## src/rtl/writeback_regfile.sv

```systemverilog
// Writeback stage and 32 x 32-bit integer register file for the RV32I pipeline.
// Selects load/ALU writeback data, commits it, and serves two bypassed read ports.
module writeback_regfile #(
    parameter int COUNT_WIDTH = 32
) (
    input  logic                   clk,
    input  logic                   rstN,
    input  logic                   regWrite_Wb_In,
    input  logic                   memToRegWrite_Wb_In,
    input  logic [31:0]            readD_Wb_In,
    input  logic [31:0]            aluOut_Wb_In,
    input  logic [4:0]             rd_Wb_In,
    input  logic [4:0]             rs1_Id_In,
    input  logic [4:0]             rs2_Id_In,
    output logic [31:0]            rs1Data_Id_Out,
    output logic [31:0]            rs2Data_Id_Out,
    output logic [31:0]            wbData_Out,
    output logic                   wbValid_Out,
    output logic [COUNT_WIDTH-1:0] wbCount_Out
);

    localparam int NUM_REGS = 32;

    logic [31:0]                w_wbData;
    logic                       w_wbValid;
    logic [NUM_REGS-1:1][31:0]  r_regs;
    logic [NUM_REGS-1:0][31:0]  w_rdArr;
    logic [COUNT_WIDTH-1:0]     r_count;

    assign w_wbData  = memToRegWrite_Wb_In ? readD_Wb_In : aluOut_Wb_In;
    assign w_wbValid = regWrite_Wb_In & (rd_Wb_In != 5'd0);

    // x0 is never stored; slot 0 of the read view is hard-wired to zero.
    assign w_rdArr[0] = 32'd0;

    for (genvar g = 1; g < NUM_REGS; g++) begin : g_reg
        always_ff @(posedge clk or negedge rstN) begin
            if (!rstN)
                r_regs[g] <= 32'd0;
            else if (w_wbValid && (rd_Wb_In == 5'(g)))
                r_regs[g] <= w_wbData;
        end
        assign w_rdArr[g] = r_regs[g];
    end

    always_ff @(posedge clk or negedge rstN) begin
        if (!rstN)
            r_count <= '0;
        else if (w_wbValid)
            r_count <= r_count + COUNT_WIDTH'(1);
    end

    // Bypass lets decode see a value retiring this same cycle.
    function automatic logic [31:0] read_port(input logic [4:0] rs);
        logic [31:0] v;
        if (rs == 5'd0)
            v = 32'd0;
        else if (w_wbValid && (rd_Wb_In == rs))
            v = w_wbData;
        else
            v = w_rdArr[rs];
        return v;
    endfunction

    assign rs1Data_Id_Out = read_port(rs1_Id_In);
    assign rs2Data_Id_Out = read_port(rs2_Id_In);
    assign wbData_Out     = w_wbData;
    assign wbValid_Out    = w_wbValid;
    assign wbCount_Out    = r_count;

endmodule

```

## config.mk

```make
export PLATFORM = sky130hd
export DESIGN_NAME = writeback_regfile
export DESIGN_NICKNAME = d
export VERILOG_FILES = /design/src/rtl/writeback_regfile.sv
export SDC_FILE = /design/constraint.sdc
export NUM_CORES = 2
export LEC_CHECK = 0
export BUFFER_PORTS_ARGS = -buffer_cell sky130_fd_sc_hd__buf_4
export CAP_MARGIN = 20
export CORE_MARGIN = 2
export CORE_UTILIZATION = 35
export CTS_BUF_LIST = sky130_fd_sc_hd__clkbuf_8
export DETAILED_ROUTE_END_ITERATION = 10
export PLACE_DENSITY_LB_ADDON = 0.12
export RECOVER_POWER = 50
export SLEW_MARGIN = 20
export SYNTH_ARGS = -nofsm -noshare
export SYNTH_HDL_FRONTEND = slang
export SYNTH_SLANG_ARGS = --single-unit
```

## constraint.sdc

```tcl
create_clock -name clk -period 2 [get_ports clk]
set_input_delay 0.2 -clock clk [delete_from_list [all_inputs] [get_ports clk]]
set_output_delay 0.2 -clock clk [all_outputs]
set_load 0.02 [all_outputs]
```

==> impl_results.md <==
* Vias in the first global route at 43857
* Critical path arrival at 2.86 ns
* RSZ-0062 raised after global routing: true
* Total Power at 68.0 mW
* Worst setup margin at -1.06 ns
* Routed wire length at 210 mm
* Finished Layout Cells at 7862
* Area delta synth->final at 26.9%
* Fin crit share at 1.53
* Starting Density at 0.353
* Most common cell after layout, fill and taps aside: dfrtp_1
* First-pass GRT wire length at 309 mm
* Avg Cell Area, Syn at 10.6 um^2
* Routed vias at 43545
* Worst EP required at 1.80 ns
* Main flop type after synthesis: dfrtp_1
* Rows at 143
* Synthesized instance count at 5080
* Die Footprint at 0.156 mm^2
* DRT Pass-1 Iters at 5
* Top delay family on crit path: compound AO/OA/AOI/OAI gates
* Crit path largest cell delay at 0.48 ns
* Crit path capture type: primary output
* IO Pins at 212
* Cell mode on critical path: o211ai_1
* Routed WL per cell at 26.8 um
* CTS buffer count at 188
* Gp weighted congestion at 0.837
* Largest net degree at the start of global routing at 125
* Final global-route overflow total at 0
* Pins Over Slew Limit at 49
* Post-Syn Area at 0.0536 mm^2
* Skew final at 0.00670 ns
* CP max FO at 3
* Final antenna-violating net count at 0
* Crit-path cells: mux4_2 -> nand2_2 -> nand2_1 -> o211ai_1 -> o211ai_1 -> buf_4
* Die Width at 395 um
* Minimum clock period at 3.06 ns
* Slew HR at -0.106
* Root buf cell: clkbuf_8
* Synth top area share at 0.478
* Vias per cell at 5.54
* Library cells used by synthesis at 56
* Clk sinks at 1024
* DRC at 0
* Final setup violation count at 783
* H-tree levels at 4
* Initial antenna violation count at 4
* Filler Cell Count at 14559
* Final hold viol count at 0
* 1st-iter DRT viols at 3432
* Leakage power total at 29.5 nW
* Maxcap violations at 1
* Chip height at 395 um
* Pwr Density at 1000 mW/mm^2
* Post-synth EDFFs at 0
* Skew-Pair Late Insertion Delay at 0.94 ns
* Highest-count cells in the layout ignoring fill and taps: 1024 x dfrtp_1, 705 x nand2_1, 624 x nor2_1, 544 x a21oi_1, 540 x buf_4
* CTS max path bufs at 3
* WP buf/inv at 1
* Yosys warns at 0
* F_max at 326 MHz
* CP max stage cell: mux4_2
* Layout cells sized above 1 at 0.315
* Core area at 0.152 mm^2
* Reg-to-reg slack, setup at 0.18 ns
* Placed cell count at 7382
* Syn_nets at 5164
* Worst-Margin Slew at 1.66 ns
* Register clock-pin slew on the reported worst setup and hold paths at 0.06 ns
* Input/output buffers at 211
* Outcome: finished, violations left
* Critical Path Start Type: flip-flop
* Setup Crit Path Kind: reg -> out
* All-Layer GR Usage at 0.269
* Area contributors post-synth: dfrtp_1 48%, mux4_2 19%, nand2_1 5.2%
* TritonCTS clock tree: built
* Failing checks: max-capacitance violations, max-slew violations, negative setup slack
* DPL Wire Length at 137 mm
* Asr flop ratio synth at 1.00
* FF+latch count, synth at 1024
* Yosys top cell by area: dfrtp_1
* Sequential share of the synthesized area at 0.478
* Worst min path class: in -> reg
* Maximum vdd drop at 699 uV
* Net count, final at 5762
[synth_stat cells (9+ instances only)]
cell type and count:
a21oi_1 544, a221oi_1 61, a22oi_1 93, and3_1 9
buf_1 28, buf_2 173, buf_4 27, clkbuf_1 281
dfrtp_1 1024, inv_1 33, mux2_2 67, mux2i_1 108
mux4_2 441, nand2_1 740, nand2b_1 11, nand3_1 49
nand4_1 11, nor2_1 658, nor2b_1 13, o211ai_1 94
o21ai_0 482, o21ai_1 33, xnor2_1 32, xor2_1 9
[timing repair]
action,CTS,global route
endpoints found under the setup margin,71,94
cloned,0,2
gates resized for setup,175,125
hold buffers,71,9
setup buffers,41,34
pin swaps,139,92
hold endpoints to repair,2000,124
[final cells by class]
type,count,area [um^2],area share
inverter,35,134,0.00197
sequential,1024,25600,0.377
clock inverter,99,691,0.0102
multi-input combinational,3506,26800,0.394
antenna,5,12.5,0.000184
timing repair buffer,923,8890,0.131
tap,2030,2540,0.0373
clock buffer,240,3300,0.0486
[layer usage]
metal	global-route usage	up-vias	share of wire
met5	0	-	0
met4	0.0694	0	0.028
met3	0.0421	329	0.070
met2	0.418	1539	0.45
met1	0.393	22176	0.45
li1	-	19501	-
[logic make-up after synthesis]
| kind of cell | Yosys count | share of synthesized area |
|---|---|---|
| XOR/XNOR | 41 | 0.00670 |
| adder cells (fa/ha/maj) | 1 | 0.000233 |
| AO/OA/AOI/OAI | 1326 | 0.138 |
| AND/OR/NAND/NOR | 1522 | 0.112 |
| multiplexers | 616 | 0.219 |
| flip-flops | 1024 | 0.478 |
| buffers and inverters | 550 | 0.0453 |
[power breakdown]
group	switching [mW]	leakage (nW)	internal, mW
logic	8.39	14.5	9.35
clock network	9.74	2.27	11.7
registers	3.50	12.8	25.3
[per-stage QoR]
stage	hold slack [ns]	cell area [um^2]	TNS [ns]	setup WS, ns	utilization
3_3_place_gp	0.360	63100	-27.44	-0.880	0.415
4_1_cts	0.00148	68600	-61.83	-1.17	0.451
6_report	0.0220	68000	-167.62	-1.06	0.447
2_1_floorplan	-0.0956	53700	-2.83	-0.112	-
5_1_grt	0.000836	68000	-257.04	-1.10	0.447
3_5_place_dp	0.357	63100	-27.80	-0.871	0.415
[sequential cells by signal, indices dropped and copies added (netlist names)]
signal and cells:
r_regs 992, wbCount_Out 32
[final timing paths]
check                                      from                 to  cells past startpoint
worst max-delay path                r_regs[392]  rs1Data_Id_Out[8]                      6
worst min-delay path            readD_Wb_In[24]        r_regs[376]                      5
worst max register to register   wbCount_Out[0]    wbCount_Out[24]                      6
worst min register to register  wbCount_Out[31]    wbCount_Out[31]                      1
max in group asynchronous                  rstN        r_regs[226]                      5
min in group asynchronous                  rstN        r_regs[722]                      3
[tightest hold or removal path, delay by kind of cell]
family / cells / cell delay (ns)
multiplexers: 1 / 0.07
buffers and inverters: 3 / 0.53
AO/OA/AOI/OAI: 1 / 0.12
Power figures use the tool's default switching activity.
